`config.mk`:
```
export PLATFORM = sky130hd
export DESIGN_NAME = cmd_input_conditioner_flat
export DESIGN_NICKNAME = d
export VERILOG_FILES = /design/src/rtl/cmd_cond_pkg.sv /design/src/rtl/cmd_input_conditioner_if.sv /design/src/rtl/cmd_input_conditioner_sync2.sv /design/src/rtl/cmd_input_conditioner.sv /design/src/flat_wrapper.sv
export SDC_FILE = /design/constraint.sdc
export NUM_CORES = 1
export LEC_CHECK = 0
export ABC_AREA = 1
export CAP_MARGIN = 20
export CORE_ASPECT_RATIO = 1.1
export CORE_MARGIN = 2
export CORE_UTILIZATION = 30
export CTS_CLUSTER_DIAMETER = 100
export DETAILED_ROUTE_END_ITERATION = 12
export GPL_ROUTABILITY_DRIVEN = 0
export SLEW_MARGIN = 20
export SYNTH_ARGS = -nofsm -noshare
export SYNTH_HDL_FRONTEND = slang
export SYNTH_SLANG_ARGS = --single-unit
```
`constraint.sdc`:
```
create_clock -name clk -period 1.5 [get_ports clk]
set_input_delay 0.45 -clock clk [delete_from_list [all_inputs] [get_ports clk]]
set_output_delay 0.45 -clock clk [all_outputs]
set_load 0.05 [all_outputs]
```
`src/rtl/cmd_cond_pkg.sv`:
```
// rtl/cmd_cond_pkg.sv - shared widths, FSM encoding and default legal-code mask
package cmd_cond_pkg;

    localparam int CMD_W = 3;

    localparam logic [7:0] DEFAULT_LEGAL_MASK = 8'h1F;

    typedef enum logic [1:0] {
        IDLE    = 2'b00,
        SETTLE  = 2'b01,
        EMIT    = 2'b10,
        HOLDOFF = 2'b11
    } cmd_state_t;

endpackage

```
`src/rtl/cmd_input_conditioner_if.sv`:
```
// rtl/cmd_input_conditioner_if.sv - raw command in / conditioned command out bundle; err_count with CMD_ERR_COUNT_EN
interface cmd_input_conditioner_if
`ifdef CMD_ERR_COUNT_EN
    #(parameter int ERR_CNT_W = 8)
`endif
    ;
    import cmd_cond_pkg::*;

    logic [CMD_W-1:0] raw_in;
    logic [CMD_W-1:0] cmd_out;
    logic             cmd_valid;
    logic             cmd_err;
`ifdef CMD_ERR_COUNT_EN
    logic [ERR_CNT_W-1:0] err_count;

    modport master (output raw_in, input cmd_out, input cmd_valid, input cmd_err, input err_count);
    modport slave  (input raw_in, output cmd_out, output cmd_valid, output cmd_err, output err_count);
`else
    modport master (output raw_in, input cmd_out, input cmd_valid, input cmd_err);
    modport slave  (input raw_in, output cmd_out, output cmd_valid, output cmd_err);
`endif

endinterface

```
`src/rtl/cmd_input_conditioner_sync2.sv`:
```
// rtl/cmd_input_conditioner_sync2.sv - two-flop synchroniser, async active-low reset to 0
module cmd_sync2 #(
    parameter int WIDTH = 1
) (
    input  logic             clk,
    input  logic             rst_n,
    input  logic [WIDTH-1:0] i_d,
    output logic [WIDTH-1:0] o_q
);

    logic [WIDTH-1:0] r_meta;
    logic [WIDTH-1:0] r_sync;

    always_ff @(posedge clk or negedge rst_n) begin
        if (!rst_n) begin
            r_meta <= '0;
            r_sync <= '0;
        end else begin
            r_meta <= i_d;
            r_sync <= r_meta;
        end
    end

    assign o_q = r_sync;

endmodule

```
`src/rtl/cmd_input_conditioner.sv`:
```
// rtl/cmd_input_conditioner.sv - sync, debounce and legal-mask screen of a raw command; CMD_ERR_COUNT_EN adds err_count
module cmd_input_conditioner
    import cmd_cond_pkg::*;
#(
    parameter int         DEBOUNCE_CYCLES = 4,
    parameter int         HOLDOFF_CYCLES  = 2,
    parameter logic [7:0] LEGAL_MASK      = DEFAULT_LEGAL_MASK
`ifdef CMD_ERR_COUNT_EN
    ,
    parameter int         ERR_CNT_W       = 8
`endif
) (
    input  logic                   clk,
    input  logic                   rst_n,
    cmd_input_conditioner_if.slave bus
);

    localparam logic [3:0] DEB_LAST  = 4'(DEBOUNCE_CYCLES - 1);
    localparam logic [3:0] HOLD_LAST = 4'(HOLDOFF_CYCLES - 1);

    logic [CMD_W-1:0] w_sync_q;

    cmd_state_t       r_state,     w_state_nxt;
    logic [CMD_W-1:0] r_cand,      w_cand_nxt;
    logic [CMD_W-1:0] r_last_code, w_last_nxt;
    logic [CMD_W-1:0] r_cmd_out,   w_cmd_out_nxt;
    logic [3:0]       r_cnt,       w_cnt_nxt;
    logic             r_cmd_valid, w_valid_nxt;
    logic             r_cmd_err,   w_err_nxt;

    cmd_sync2 #(.WIDTH(CMD_W)) u_sync (
        .clk   (clk),
        .rst_n (rst_n),
        .i_d   (bus.raw_in),
        .o_q   (w_sync_q)
    );

    always_ff @(posedge clk or negedge rst_n) begin
        if (!rst_n) begin
            r_state     <= IDLE;
            r_cand      <= '0;
            r_last_code <= '0;
            r_cmd_out   <= '0;
            r_cnt       <= '0;
            r_cmd_valid <= 1'b0;
            r_cmd_err   <= 1'b0;
        end else begin
            r_state     <= w_state_nxt;
            r_cand      <= w_cand_nxt;
            r_last_code <= w_last_nxt;
            r_cmd_out   <= w_cmd_out_nxt;
            r_cnt       <= w_cnt_nxt;
            r_cmd_valid <= w_valid_nxt;
            r_cmd_err   <= w_err_nxt;
        end
    end

    always_comb begin
        w_state_nxt   = r_state;
        w_cand_nxt    = r_cand;
        w_last_nxt    = r_last_code;
        w_cmd_out_nxt = r_cmd_out;
        w_cnt_nxt     = r_cnt;
        w_valid_nxt   = 1'b0;
        w_err_nxt     = 1'b0;
        case (r_state)
            IDLE: begin
                if (w_sync_q != r_last_code) begin
                    w_cand_nxt  = w_sync_q;
                    w_cnt_nxt   = '0;
                    w_state_nxt = SETTLE;
                end
            end
            SETTLE: begin
                // Returning to the last reported code is a glitch, not a new command.
                if (w_sync_q == r_last_code) begin
                    w_state_nxt = IDLE;
                end else if (w_sync_q != r_cand) begin
                    w_cand_nxt = w_sync_q;
                    w_cnt_nxt  = '0;
                end else if (r_cnt == DEB_LAST) begin
                    w_state_nxt = EMIT;
                end else begin
                    w_cnt_nxt = r_cnt + 4'd1;
                end
            end
            EMIT: begin
                // Illegal codes are recorded too, so a held bad code reports once.
                w_last_nxt = r_cand;
                if (LEGAL_MASK[r_cand]) begin
                    w_cmd_out_nxt = r_cand;
                    w_valid_nxt   = 1'b1;
                end else begin
                    w_err_nxt = 1'b1;
                end
                w_cnt_nxt   = '0;
                w_state_nxt = HOLDOFF;
            end
            HOLDOFF: begin
                if (r_cnt == HOLD_LAST) begin
                    w_state_nxt = IDLE;
                end else begin
                    w_cnt_nxt = r_cnt + 4'd1;
                end
            end
            default: begin
                w_state_nxt = IDLE;
                w_cnt_nxt   = '0;
            end
        endcase
    end

    assign bus.cmd_out   = r_cmd_out;
    assign bus.cmd_valid = r_cmd_valid;
    assign bus.cmd_err   = r_cmd_err;

`ifdef CMD_ERR_COUNT_EN
    logic [ERR_CNT_W-1:0] r_err_count;

    // Counts alongside the cmd_err register so the count and the pulse appear together.
    always_ff @(posedge clk or negedge rst_n) begin
        if (!rst_n) begin
            r_err_count <= '0;
        end else if (w_err_nxt && (r_err_count != {ERR_CNT_W{1'b1}})) begin
            r_err_count <= r_err_count + {{(ERR_CNT_W-1){1'b0}}, 1'b1};
        end
    end

    assign bus.err_count = r_err_count;
`endif

endmodule
```
`src/flat_wrapper.sv`:
```
// flat-port wrapper written by rule: the top's interface ports become plain ports
module cmd_input_conditioner_flat import cmd_cond_pkg::*;
#(
    parameter int         DEBOUNCE_CYCLES = 4,
    parameter int         HOLDOFF_CYCLES  = 2,
    parameter logic [7:0] LEGAL_MASK      = DEFAULT_LEGAL_MASK

)
  (clk, rst_n, bus_raw_in, bus_cmd_out, bus_cmd_valid, bus_cmd_err);
  cmd_input_conditioner_if bus_i ();
  input  logic clk;
  input  logic rst_n;
  input wire logic [$bits(bus_i.raw_in)-1:0] bus_raw_in;
  output wire logic [$bits(bus_i.cmd_out)-1:0] bus_cmd_out;
  output wire logic [$bits(bus_i.cmd_valid)-1:0] bus_cmd_valid;
  output wire logic [$bits(bus_i.cmd_err)-1:0] bus_cmd_err;
  assign bus_i.raw_in = bus_raw_in;
  assign bus_cmd_out = bus_i.cmd_out;
  assign bus_cmd_valid = bus_i.cmd_valid;
  assign bus_cmd_err = bus_i.cmd_err;
  cmd_input_conditioner #(.DEBOUNCE_CYCLES(DEBOUNCE_CYCLES), .HOLDOFF_CYCLES(HOLDOFF_CYCLES), .LEGAL_MASK(LEGAL_MASK)) u_core (.clk(clk), .rst_n(rst_n), .bus(bus_i));
endmodule
```
Yosys cells after proc, flatten, opt, wreduce, memory -nomap -nowiden

Memories as Yosys holds them, arrays and structs flattened.
Cells that the tools add are included.

Bits in registers: 23
Bits in read-only memories: 8
Bits of input ports: 5
Output and inout bits: 5
Memories: 1

Memories:

| name             | words | bits a word | rd ports | clocked after memory_dff | write ports | RTL line                    | text |
|---|---|---|---|---|---|---|---|
| (name not given) | 8     | 1           | 1        | 0                        | 0           | cmd_input_conditioner.sv:90 | `if (LEGAL_MASK[r_cand]) begin` |

Add/subtract/negate cells: 1
$lt $le $gt $ge: 1
Equality and inequality tests: 16
Mux-type cells: 21
Reduce and logical (&&, ||, !) cells: 6

Operators by type and width:

| operator              | number |
|---|---|
| $mux W4               | 5 |
| $pmux W4 S4           | 1 |
| $reduce_and A4 Y1     | 3 |
| $mux W2               | 5 |
| $mux W3               | 3 |
| $pmux W2 S4           | 1 |
| $ne A2 B1 Y1 const B  | 3 |
| $ne A3 B2 Y1 const B  | 2 |
| $ne A3 B3 Y1          | 2 |
| $pmux W3 S2           | 1 |
| $mux W1               | 5 |
| $add A4 B1 Y4 const B | 1 |
| $eq A2 B2 Y1 const B  | 2 |
| $eq A4 B1 Y1 const B  | 1 |
| $eq A4 B2 Y1 const B  | 1 |
| $lt A3 B4 Y1 const B  | 1 |
| $ne A2 B2 Y1 const B  | 2 |
| $eq A3 B3 Y1          | 1 |
| $ne A3 B1 Y1 const B  | 1 |
| $eq A2 B1 Y1 const B  | 1 |
| $logic_not A2 Y1      | 1 |
| $reduce_and A2 Y1     | 1 |
| $reduce_bool A2 Y1    | 1 |

Depth between registers and ports, before layout

Gate-level depths: netlist (run 1).

Word-level depth: 5
Mapped depth: 10
Depth with buffers taken out: 9

Modules after synthesis

Synthesis (run 1) repeated with hierarchy kept, for this count alone.

Cells, all modules: 139
Area total of the unflattened synthesis: 1126.1 µm²

By module, submodules not included:

| module                | times used | cells an instance | area each (µm²) | seq. area each (µm²) |
|---|---|---|---|---|
| cmd_input_conditioner | 1          | 133               | 975.9           | 425.4 |
| cmd_sync2             | 1          | 6                 | 150.1           | 150.1 |

Worst setup path after synthesis (run 1)

OpenSTA, ideal clock, no wires.

Path kind: register to register
Start: register u_core.r_cnt[0]
End: register u_core.r_cnt[0]
Data arrival time: 1.255 ns
Data required time: 1.384 ns
Path slack: 0.128 ns
Stages on the path, launching flop included: 8
Path buffers: 0
Period minus slack after synthesis: 1.372 ns
Path through: dfrtp_1 > ha_1 > nor3b_1 > nand4_1 > nand3_2 > inv_2 > nand2_1 > nand2_1

Longest elaborated chain between the ends: 5

RTL lines:

| element                | RTL line                                                  | text |
|---|---|---|
| from (decl)            | cmd_input_conditioner.sv:27                               | `logic [3:0] r_cnt, w_cnt_nxt;` |
| from (signal assigned) | cmd_input_conditioner.sv:52                               | `r_cnt <= w_cnt_nxt;` |
| $add A4 B1 Y4          | cmd_input_conditioner.sv:84, cmd_input_conditioner.sv:103 |  |
| $mux W4                | cmd_input_conditioner.sv:81                               | `end else if (r_cnt == DEB_LAST) begin` |
| $mux W4                | cmd_input_conditioner.sv:78                               | `end else if (w_sync_q != r_cand) begin` |
| $mux W4                | cmd_input_conditioner.sv:76                               | `if (w_sync_q == r_last_code) begin` |
| $pmux W4 S4            | cmd_input_conditioner.sv:66                               | `case (r_state)` |

Parallel ways exist; a longest one is shown, timed or not. The select of a mux whose other input is x is not followed.
A chain may end at the register's enable or synchronous reset.

Final worst setup path (run 1)

Start: register u_core.r_cnt[1]
End: register u_core.r_cnt[0]

Longest elaborated chain between the ends: 3

RTL lines:

| element                                                       | RTL line |
|---|---|
| $eq A4 B2 Y1 / $eq A4 B1 Y1 (equally long branches)           | cmd_input_conditioner.sv:81, cmd_input_conditioner.sv:100 |
| $ne A3 B2 Y1 (no line) / $ne A2 B2 Y1 (equally long branches) | - |
| $reduce_and A4 Y1 (no line) *                                 | - |

Mark *: on every way between the ends. The rest lies on a longest branch, timed or not.

==> results of run 1 <==
power by group:
part	total, uW	switching, uW	internal, uW
logic	217	123	94.5
registers	689	35.4	654
clock network	279	180	99.5
through the flow:
step           instance area, um^2  setup TNS [ps]  power (uW)  utilization
2_1_floorplan                 1090               0         828            -
3_5_place_dp                  1320               0         901        0.385
4_1_cts                       1340               0        1180        0.393
3_3_place_gp                  1320               0         895        0.385
6_report                      1370               0        1190        0.402
5_1_grt                       1370           -28.3        1260        0.402
layout make-up:
class,count,area [um^2],share of cell area
clock inverter,1,5.00,0.00365
inverter,15,56.3,0.0411
clock buffer,3,22.5,0.0164
sequential,23,576,0.420
tap,48,60.1,0.0438
timing repair buffer,17,200,0.146
multi-input combinational,87,452,0.329
cells by family after synthesis:
kind of cell / after synthesis
simple gates: 70
flops: 23
buf+inv: 17
compound gates: 11
xor+xnor: 4
fa+ha+maj: 2
routing by layer:
metal,vias to the layer above,routed length (um),GRT usage
li1,443,-,-
met2,18,992,0.180
met1,420,999,0.154
met3,6,62,0.0155
met5,-,0,0
met4,0,53,0.0585
worst reg2reg max path, stage by stage (launching register included):
cell,delay (ps)
dfrtp_1,410
ha_1,210
nor3b_4,240
nand4_1,140
nand3_2,130
inv_2,70
nand2_1,60
nand2_1,50
worst min path at each step:
| stage | startpoint | endpoint | slack, ps | cells after the start |
|---|---|---|---|---|
| after floorplan | rst_n | asynchronous set/reset pin | 150 | 0 |
| after global placement | u_core.u_sync.r_meta[1] | u_core.u_sync.o_q[1] | 330 | 0 |
| after detailed placement | u_core.u_sync.r_meta[2] | u_core.u_sync.o_q[2] | 340 | 0 |
| after CTS | u_core.u_sync.r_meta[2] | u_core.u_sync.o_q[2] | 370 | 0 |
| after global routing | u_core.u_sync.r_meta[2] | u_core.u_sync.o_q[2] | 370 | 0 |
| final | u_core.u_sync.r_meta[2] | u_core.u_sync.o_q[2] | 360 | 0 |
Yosys cell counts:
| master | count |
|---|---|
| dfrtp_1 | 23 |
| inv_2 | 3 |
| o21ai_1 | 3 |
| and2_1 | 1 |
| buf_2 | 1 |
| nor2_1 | 3 |
| xnor2_1 | 3 |
| nand2_4 | 1 |
| nand3_2 | 1 |
| ha_1 | 2 |
| o21ai_0 | 8 |
| nand3_1 | 11 |
| buf_6 | 1 |
| nor3b_1 | 1 |
| inv_1 | 12 |
| xor2_1 | 1 |
| nand4_1 | 4 |
| nand3_4 | 1 |
| nand2_1 | 46 |
| nor2_2 | 1 |
sequential cells by signal, summed over array words and instances, names as in the netlist, named ones only:
signal                cells
u_core.r_state            1
u_core.bus.cmd_out        3
u_core.u_sync.o_q         3
u_core.u_sync.r_meta      3
u_core.r_cnt              4
u_core.bus.cmd_valid      1
u_core.r_cand             3
u_core.r_last_code        3
u_core.bus.cmd_err        1
cells in the final DEF, fill, tap and decap left out, drive strengths merged:
cell type	Yosys	layout
and2	1	1
nand4	4	4
nand2	47	47
clkbuf	0	3
inv	15	15
buf	2	13
xnor2	3	3
xor2	1	1
clkinv	0	1
dfrtp	23	23
ha	2	2
nor2	4	4
nor3b	1	1
nand3	13	13
o21ai	11	11
clkdlybuf4s50	0	4
repair_timing:
item / 4_1_cts / 5_1_grt
gates resized for setup: 0 / 4
setup endpoints to repair: 0 / 8
buffers inserted: 0 / 2
==> impl_metrics.env, run 1 <==
export IMPL_synth_top_area_share=0.530
export IMPL_die_y_um=67.1
export IMPL_cp_endpoint="u_core.r_cnt[0]"
export IMPL_path_common_cell="nand2_1"
export IMPL_clk_latency_ps=300
export IMPL_cp_top_family="simple AND/OR/NAND/NOR gates"
export IMPL_vias=887
export IMPL_start_kind="register"
export IMPL_ir_drop_mv=0.421
export IMPL_cts_root_buf="clkbuf_4"
export IMPL_synth_xor_area_frac=0.0323
export IMPL_leakage_uw=0.000690
export IMPL_syn_num_nets=134
export IMPL_critPathSlowestCell="dfrtp_1"
export IMPL_die_area_um2=4120
export IMPL_timing_reg2reg_setup_slack_ps=100
export IMPL_start_util=0.318
export IMPL_drt_first_iter_violations=51
export IMPL_drive_gt1_frac=0.178
export IMPL_yosys_area_share_simple=0.297
export IMPL_worst_r2r_endpoint="u_core.r_cnt[0]"
export IMPL_ios=10
export IMPL_crit_type="register to register"
export IMPL_final_antenna_net_count=0
export IMPL_status="completed"
export IMPL_fp_dieW_um=61.4
export IMPL_setup_viol=0
export IMPL_grt_max_degree=24
export IMPL_detail_route_wl_per_cell_um=10.9
export IMPL_max_slew_margin=0.804
export IMPL_critPathMaxStageDelay_ps=410
export IMPL_crit_fanout=5
export IMPL_placed_cells=188
export IMPL_ys_seq_area_frac=0.530
export IMPL_grt_pass1_vias=863
export IMPL_power_density_nw_per_um2=865
export IMPL_worst_path_stages=7
export IMPL_crit_start="u_core.r_cnt[1]"
export IMPL_yosys_register_bits=23
export IMPL_port_buffers=9
export IMPL_syn_inst=127
export IMPL_yosysTopAreaCell="dfrtp_1"
export IMPL_coreArea_um2=3410
export IMPL_final_max_slew_viol_count=0
export IMPL_post_route_min_period_ps=1400
export IMPL_synth_warnings=0
export IMPL_syn_cell_area_um2=1090
export IMPL_finalCritPeriodShare=0.930
export IMPL_cts_max_level=1
export IMPL_fin_ws_ps=104
export IMPL_cts_hold_fix_buffers=0
export IMPL_reg2regPathDepth=7
export IMPL_final_nets=154
export IMPL_viasPerCell=4.57
export IMPL_clk_pin_slew_ps=120
export IMPL_hold_viol_final=0
export IMPL_cts_made_buffers=3
export IMPL_cts_tree="done"
export IMPL_antenna_found_initial=0
export IMPL_synth_compound_area_frac=0.0507
export IMPL_hold_class="register to register"
export IMPL_routed_wl_mm=2.11
export IMPL_rows=22
export IMPL_crit_required_ps=1710
export IMPL_reg2reg_from="u_core.r_cnt[1]"
export IMPL_holdWs_ps=365
export IMPL_synth_top_family_by_area="simple AND/OR/NAND/NOR gates"
export IMPL_syn_to_final_growth_pct=26.3
export IMPL_max_cap_violations=0
export IMPL_ys_types=20
export IMPL_diodes=0
export IMPL_yosys_top_cells_area="dfrtp_1 53%, nand2_1 16%, nand3_1 5.1%, inv_1 4.1%, o21ai_0 3.7%"
export IMPL_fmax_mhz=717
export IMPL_synth_mux_area_frac=0
export IMPL_clockBufferDepth=2
export IMPL_tightest_slew_ps=293
export IMPL_instances_no_fill=194
export IMPL_track_usage=0.115
export IMPL_crit_path_cell_trace="ha_1 > nor3b_4 > nand4_1 > nand3_2 > inv_2 > nand2_1 > nand2_1"
export IMPL_fillCellCount=353
export IMPL_grt_pass1_wl_mm=3.59
export IMPL_avgSynthCellArea_um2=8.55
export IMPL_cts_sinks=23
export IMPL_cp_arrival_ps=1600
export IMPL_worstSetupEndpointType="register"
export IMPL_synthAdderAreaFrac=0.0230
export IMPL_first_pass_iters=4
export IMPL_drcViolationCount=0
export IMPL_finClkSkew_ps=3.49
export IMPL_place_worst_setup_slack_ps=30.3
export IMPL_grt_overflow=0
export IMPL_dp_hpwl_mm=1.54
export IMPL_crit_buf_inv=1
(Power assumes the default switching activity.)
==> run 2: changes to the inputs <==
Settings changed: PLACE_DENSITY from default to 0.6, SYNTH_HIERARCHICAL from default to 1.
==> run 2 against run 1 <==
Area after synthesis increased by 3.7%. Global-route usage up 0.27 points. Sequential share of layout area shrank 0.53 points. Clock-buffer cell count grew 1. Worst setup slack improved by 31 ps. Clock skew down 1.6 ps. Design area grew 1.3%. Maximum frequency grew 2.3%. Synthesized cell count up 9.4%. Largest cell class unchanged.
==> impl_metrics.env, run 2 <==
export IMPL_ys_types=18
export IMPL_reg2reg_from="u_core/r_cnt[2]"
export IMPL_clk_latency_ps=260
export IMPL_whs_endpoint="u_core/u_sync/o_q[1]"
export IMPL_fmax_mhz=733
export IMPL_synth_xor_area_frac=0.0378
export IMPL_hold_viol_final=0
export IMPL_syn_inst=139
export IMPL_multiInputGateArea_um2=490
export IMPL_ys_seq_area_frac=0.511
export IMPL_synthMostInstantiatedCell="nand2_1"
export IMPL_finalCritPeriodShare=0.910
export IMPL_synth_edf_count=0
export IMPL_final_max_slew_viol_count=0
export IMPL_drive_gt1_frac=0.144
export IMPL_tightest_slew_ps=296
export IMPL_drt_first_iter_violations=46
export IMPL_detail_route_wl_per_cell_um=10.6
export IMPL_final_antenna_net_count=0
export IMPL_coreArea_um2=3630
export IMPL_synth_mux_area_frac=0
export IMPL_clk_pin_slew_ps=80
export IMPL_synthArstFlopShare=1.00
export IMPL_cts_max_level=1
export IMPL_rows=23
export IMPL_grt_pass1_wl_mm=3.81
export IMPL_cts_sinks=23
export IMPL_final_nets=161
export IMPL_first_pass_iters=4
export IMPL_reg2regPathDepth=8
export IMPL_fp_dieW_um=62.4
export IMPL_max_slew_margin=0.803
export IMPL_post_cts_buffers=0
export IMPL_synth_top_family_by_area="simple AND/OR/NAND/NOR gates"
export IMPL_yosys_area_share_simple=0.334
export IMPL_critPathSlowestCell="dfrtp_1"
export IMPL_antenna_found_initial=0
export IMPL_grt_max_degree=24
export IMPL_dp_hpwl_mm=1.66
export IMPL_crit_fanout=4
export IMPL_timing_reg2reg_setup_slack_ps=140
export IMPL_cp_top_family="simple AND/OR/NAND/NOR gates"
export IMPL_crit_required_ps=1700
export IMPL_vias=880
export IMPL_grt_overflow=0
export IMPL_yosys_top_cells_area="dfrtp_1 51%, nand2_1 21%, inv_1 5.7%, nand3_1 3.1%, nor2_4 3.0%"
export IMPL_diodes=0
export IMPL_die_y_um=68.3
export IMPL_place_worst_setup_slack_ps=143
export IMPL_fillCellCount=379
export IMPL_hold_start="u_core/u_sync/r_meta[1]"
export IMPL_power_density_nw_per_um2=882
export IMPL_synth_top_area_share=0.511
export IMPL_leakage_uw=0.000727
export IMPL_ff_latch_area_um2=576
export IMPL_top_register="u_core/r_cnt"
export IMPL_yosysTopAreaCell="dfrtp_1"
export IMPL_port_buffers=9
export IMPL_fin_ws_ps=135
export IMPL_hold_class="register to register"
export IMPL_ir_drop_mv=0.637
export IMPL_track_usage=0.118
export IMPL_status="completed"
export IMPL_finClkSkew_ps=1.85
export IMPL_drcViolationCount=0
export IMPL_max_cap_violations=0
export IMPL_crit_path_cell_trace="or2_1 > nor2_1 > nand2_1 > nand2_1 > nand2_1 > nand2_2 > nand2_1 > nand2_1"
export IMPL_die_area_um2=4260
export IMPL_start_util=0.311
export IMPL_crit_buf_inv=0
export IMPL_avgSynthCellArea_um2=8.10
export IMPL_critPathMaxStageDelay_ps=420
export IMPL_routed_wl_mm=2.16
export IMPL_final_cell_mix="62 x nand2_1, 23 x dfrtp_1, 17 x inv_1"
export IMPL_worst_r2r_endpoint="u_core/r_cnt[3]"
export IMPL_start_kind="register"
export IMPL_syn_num_nets=146
export IMPL_cts_made_buffers=3
export IMPL_finish_utilization=0.383
export IMPL_largest_reg_flops=4
export IMPL_synth_compound_area_frac=0.0344
export IMPL_path_common_cell="nand2_1"
export IMPL_syn_to_final_growth_pct=23.3
export IMPL_viasPerCell=4.33
export IMPL_ys_top_cells_by_count="62 x nand2_1, 23 x dfrtp_1, 17 x inv_1"
export IMPL_setup_viol=0
export IMPL_whs_path_depth=0
export IMPL_synthAdderAreaFrac=0.0222
export IMPL_worstSetupEndpointType="register"
export IMPL_final_common_cell="nand2_1"
export IMPL_synth_top_flop_cell="dfrtp_1"
export IMPL_synth_warnings=6
export IMPL_cts_tree="done"
export IMPL_worst_path_stages=8
export IMPL_setup_tns_final_ps=0
export IMPL_cts_root_buf="clkbuf_8"
export IMPL_yosys_register_bits=23
export IMPL_clockBufferDepth=2
export IMPL_ios=10
export IMPL_cp_arrival_ps=1570
export IMPL_grt_pass1_vias=841
export IMPL_rsz0062_at_grt="false"
export IMPL_holdWs_ps=352
export IMPL_crit_type="register to register"
export IMPL_syn_cell_area_um2=1130
export IMPL_post_route_min_period_ps=1360
run 2: cell types whose count changed in the layout (fill, tap and decap cells not counted), moves of 3 or more:
| cell | delta |
|---|---|
| buf_4 | -7 |
| clkbuf_4 | -3 |
| clkbuf_8 | +3 |
| inv_1 | +5 |
| nand2_1 | +16 |
| nand3_1 | -5 |
| nor2_4 | +3 |
| o21ai_1 | -3 |
run 2: cell families after synthesis:
kind of cell	after synthesis
and+or+nand+nor	85
buffers and inverters	18
AOI/OAI and AO/OA	7
DFF	23
xor gates and xnor gates	4
adders and majority gates	2
run 2: worst max path at each step:
| stage | to | startpoint | slack, ps |
|---|---|---|---|
| 2_1_floorplan | u_core/r_cnt[2] | u_core/r_cnt[2] | 280 |
| 3_3_place_gp | u_core/r_cand[0] | u_core/r_cand[0] | 180 |
| 3_5_place_dp | u_core/r_cnt[3] | u_core/r_cand[0] | 140 |
| 4_1_cts | u_core/r_cnt[3] | u_core/r_cand[0] | 120 |
| 5_1_grt | u_core/r_cnt[3] | u_core/r_cand[2] | 20 |
| 6_report | u_core/r_cnt[3] | u_core/r_cnt[2] | 140 |
run 2: final cells by class:
type | count | share of cell area
flip-flops and latches | 23 | 0.414
multi-input cells | 98 | 0.353
repair buffers | 10 | 0.106
inverters | 18 | 0.0486
well taps | 50 | 0.0450
clock buffers | 4 | 0.0324
run 2: metrics by stage:
step | instance area, um^2 | std cells | total power, uW
3_3_place_gp | 1340 | 199 | 851
4_1_cts | 1380 | 203 | 1250
6_report | 1390 | 203 | 1230
3_5_place_dp | 1340 | 199 | 859
2_1_floorplan | 1130 | 139 | 796
5_1_grt | 1390 | 203 | 1300
run 2: where the power goes:
part / leakage [uW] / switching, uW / internal [uW]
registers: 0.000296 / 35.5 / 647
logic: 0.000407 / 103 / 60.3
clock network: 0.0000228 / 190 / 190
total: 0.000727 / 328 / 897
run 2: timing repair:
| item | in CTS | in global routing |
|---|---|---|
| gates resized for setup | 0 | 2 |
| hold buffers | 0 | 0 |
| setup endpoints to repair | 0 | 2 |
| endpoints found under the hold margin | 0 | 0 |
run 2: per-layer routing:
| metal | vias up | track usage | share of wire |
|---|---|---|---|
| met4 | 0 | 0.0806 | 0.029 |
| met2 | 23 | 0.214 | 0.51 |
| met5 | - | 0 | 0 |
| met1 | 402 | 0.131 | 0.42 |
| met3 | 5 | 0.0164 | 0.036 |
| li1 | 450 | - | - |
==> run 3: changes to the inputs <==
Settings changed: PLACE_DENSITY 0.6 to default, PLACE_DENSITY_LB_ADDON from default to 0.3, SLEW_MARGIN 20 to default.
==> run 3 against run 2 <==
Clock power about the same. Global-route usage down 0.50 points. Combinational power fell by 3%. Sequential share of layout area rose by 0.11 points. Die area stayed put. Routed wire length decreased by 5.8%. Register-to-register slack about the same. Sequential power about the same. Clock skew increased by 2.9 ps. Critical endpoint is now u_core/r_cnt[0]. Highest routed layer unchanged.
==> impl_metrics.env, run 3 (synthesized netlist as in run 2, its figures left out) <==
export IMPL_cts_root_buf="clkbuf_8"
export IMPL_drt_first_iter_violations=13
export IMPL_reg2reg_from="u_core/r_cnt[0]"
export IMPL_syn_to_final_growth_pct=23.0
export IMPL_worstSetupEndpointType="register"
export IMPL_vias=837
export IMPL_cp_arrival_ps=1510
export IMPL_first_pass_iters=4
export IMPL_cts_made_buffers=3
export IMPL_final_nets=161
export IMPL_track_usage=0.113
export IMPL_port_buffers=9
export IMPL_grt_pass1_vias=875
export IMPL_p_sw_uw=330
export IMPL_worst_r2r_endpoint="u_core/r_cnt[0]"
export IMPL_post_cts_buffers=0
export IMPL_drcViolationCount=0
export IMPL_cts_tree="done"
export IMPL_post_route_min_period_ps=1350
export IMPL_p_comb_frac=0.130
export IMPL_cts_max_level=1
export IMPL_die_y_um=68.3
export IMPL_largest_reg_flops=4
export IMPL_finClkSkew_ps=4.73
export IMPL_power_frac_seq=0.559
export IMPL_grt_pass1_wl_mm=3.76
export IMPL_start_util=0.311
export IMPL_final_cell_mix="62 x nand2_1, 23 x dfrtp_1, 17 x inv_1"
export IMPL_ff_latch_area_um2=576
export IMPL_status="completed"
export IMPL_max_slew_margin=0.810
export IMPL_power_density_nw_per_um2=882
export IMPL_reg2regPathDepth=8
export IMPL_fmax_mhz=740
export IMPL_ios=10
export IMPL_drive_gt1_frac=0.144
export IMPL_coreArea_um2=3630
export IMPL_die_area_um2=4260
export IMPL_timing_reg2reg_setup_slack_ps=150
export IMPL_p_sw_frac=0.270
export IMPL_rows=23
export IMPL_placed_cells=199
export IMPL_grt_overflow=0
export IMPL_max_cap_violations=0
export IMPL_crit_required_ps=1660
export IMPL_rsz0062_at_grt="false"
export IMPL_antenna_found_initial=0
export IMPL_start_kind="register"
export IMPL_final_max_slew_viol_count=0
export IMPL_viasPerCell=4.12
export IMPL_ir_drop_mv=0.435
export IMPL_fin_ws_ps=149
export IMPL_clk_pin_slew_ps=80
export IMPL_grt_max_degree=24
export IMPL_dp_hpwl_mm=1.60
export IMPL_finalCritPeriodShare=0.901
export IMPL_instances_no_fill=203
export IMPL_top_register="u_core/r_cnt"
export IMPL_clockBufferDepth=2
export IMPL_hold_viol_final=0
export IMPL_leakage_uw=0.000728
export IMPL_whs_path_depth=0
export IMPL_final_antenna_net_count=0
export IMPL_place_worst_setup_slack_ps=89.3
export IMPL_tightest_slew_ps=282
export IMPL_hold_class="register to register"
export IMPL_p_clk_frac=0.312
export IMPL_crit_fanout=5
export IMPL_routed_wl_mm=2.03
export IMPL_clk_latency_ps=260
export IMPL_setup_tns_final_ps=0
export IMPL_detail_route_wl_per_cell_um=10.0
export IMPL_crit_type="register to register"
export IMPL_whs_endpoint="u_core/u_sync/o_q[2]"
export IMPL_cts_sinks=23
export IMPL_multiInputGateArea_um2=485
export IMPL_p_int_uw=892
export IMPL_fp_dieW_um=62.4
export IMPL_setup_viol=0
export IMPL_hold_start="u_core/u_sync/r_meta[2]"
export IMPL_fillCellCount=391
export IMPL_diodes=0
export IMPL_final_common_cell="nand2_1"
-- run 3: metrics by stage --
step / power [uW] / hold slack [ps] / cell area (um^2) / util
floorplan: 796 / 154 / 1130 / -
global placement: 850 / 335 / 1340 / 0.369
detailed placement: 856 / 339 / 1340 / 0.369
CTS: 1240 / 358 / 1380 / 0.381
global route: 1290 / 362 / 1390 / 0.382
finish: 1220 / 356 / 1390 / 0.382
-- run 3: worst max-delay path by stage --
stage | startpoint | to | slack [ps] | cells after the start
2_1_floorplan | u_core/r_cnt[2] | u_core/r_cnt[2] | 280 | 7
3_3_place_gp | u_core/r_cnt[0] | u_core/r_cnt[0] | 130 | 8
3_5_place_dp | u_core/r_cnt[0] | u_core/r_cnt[0] | 90 | 8
4_1_cts | u_core/r_cnt[0] | u_core/r_cnt[0] | 80 | 8
5_1_grt | u_core/r_cnt[0] | u_core/r_cnt[0] | 3 | 8
6_report | u_core/r_cnt[0] | u_core/r_cnt[0] | 150 | 8
-- run 3: worst max-delay path: stages, from the launching register on --
cell and delay [ps]:
dfrtp_1 440, ha_1 210, inv_1 60, nor2_2 150, nand3_1 110, nor2_2 100, nor2_2 70, nand2_1 60
nand2_1 50
-- run 3: layout make-up --
cell class,instances,area share
inverters,18,0.0488
multi-input cells,98,0.350
repair buffers,10,0.107
clock inverters,1,0.00361
clock buffers,3,0.0298
flip-flops and latches,23,0.416
well taps,50,0.0452
-- run 3: power groups by stage --
stage / clock (uW) / combinational, uW / sequential (uW)
floorplan: 0 / 107 / 689
global placement: 0 / 157 / 693
detailed placement: 0 / 161 / 695
CTS: 394 / 161 / 683
global route: 422 / 184 / 689
finish: 381 / 158 / 683
-- run 3: metal layers --
metal,track usage,vias up,part of all wire
met5,0,-,0
met4,0.0500,0,0.011
met3,0.0148,2,0.016
met2,0.199,7,0.50
met1,0.141,376,0.47
li1,-,452,-
-- run 3: what timing repair did --
| item | in CTS | in global routing |
|---|---|---|
| endpoints found under the setup margin | 0 | 4 |
| hold buffers | 0 | 0 |
| gates resized for setup | 0 | 1 |
| endpoints found under the hold margin | 0 | 0 |
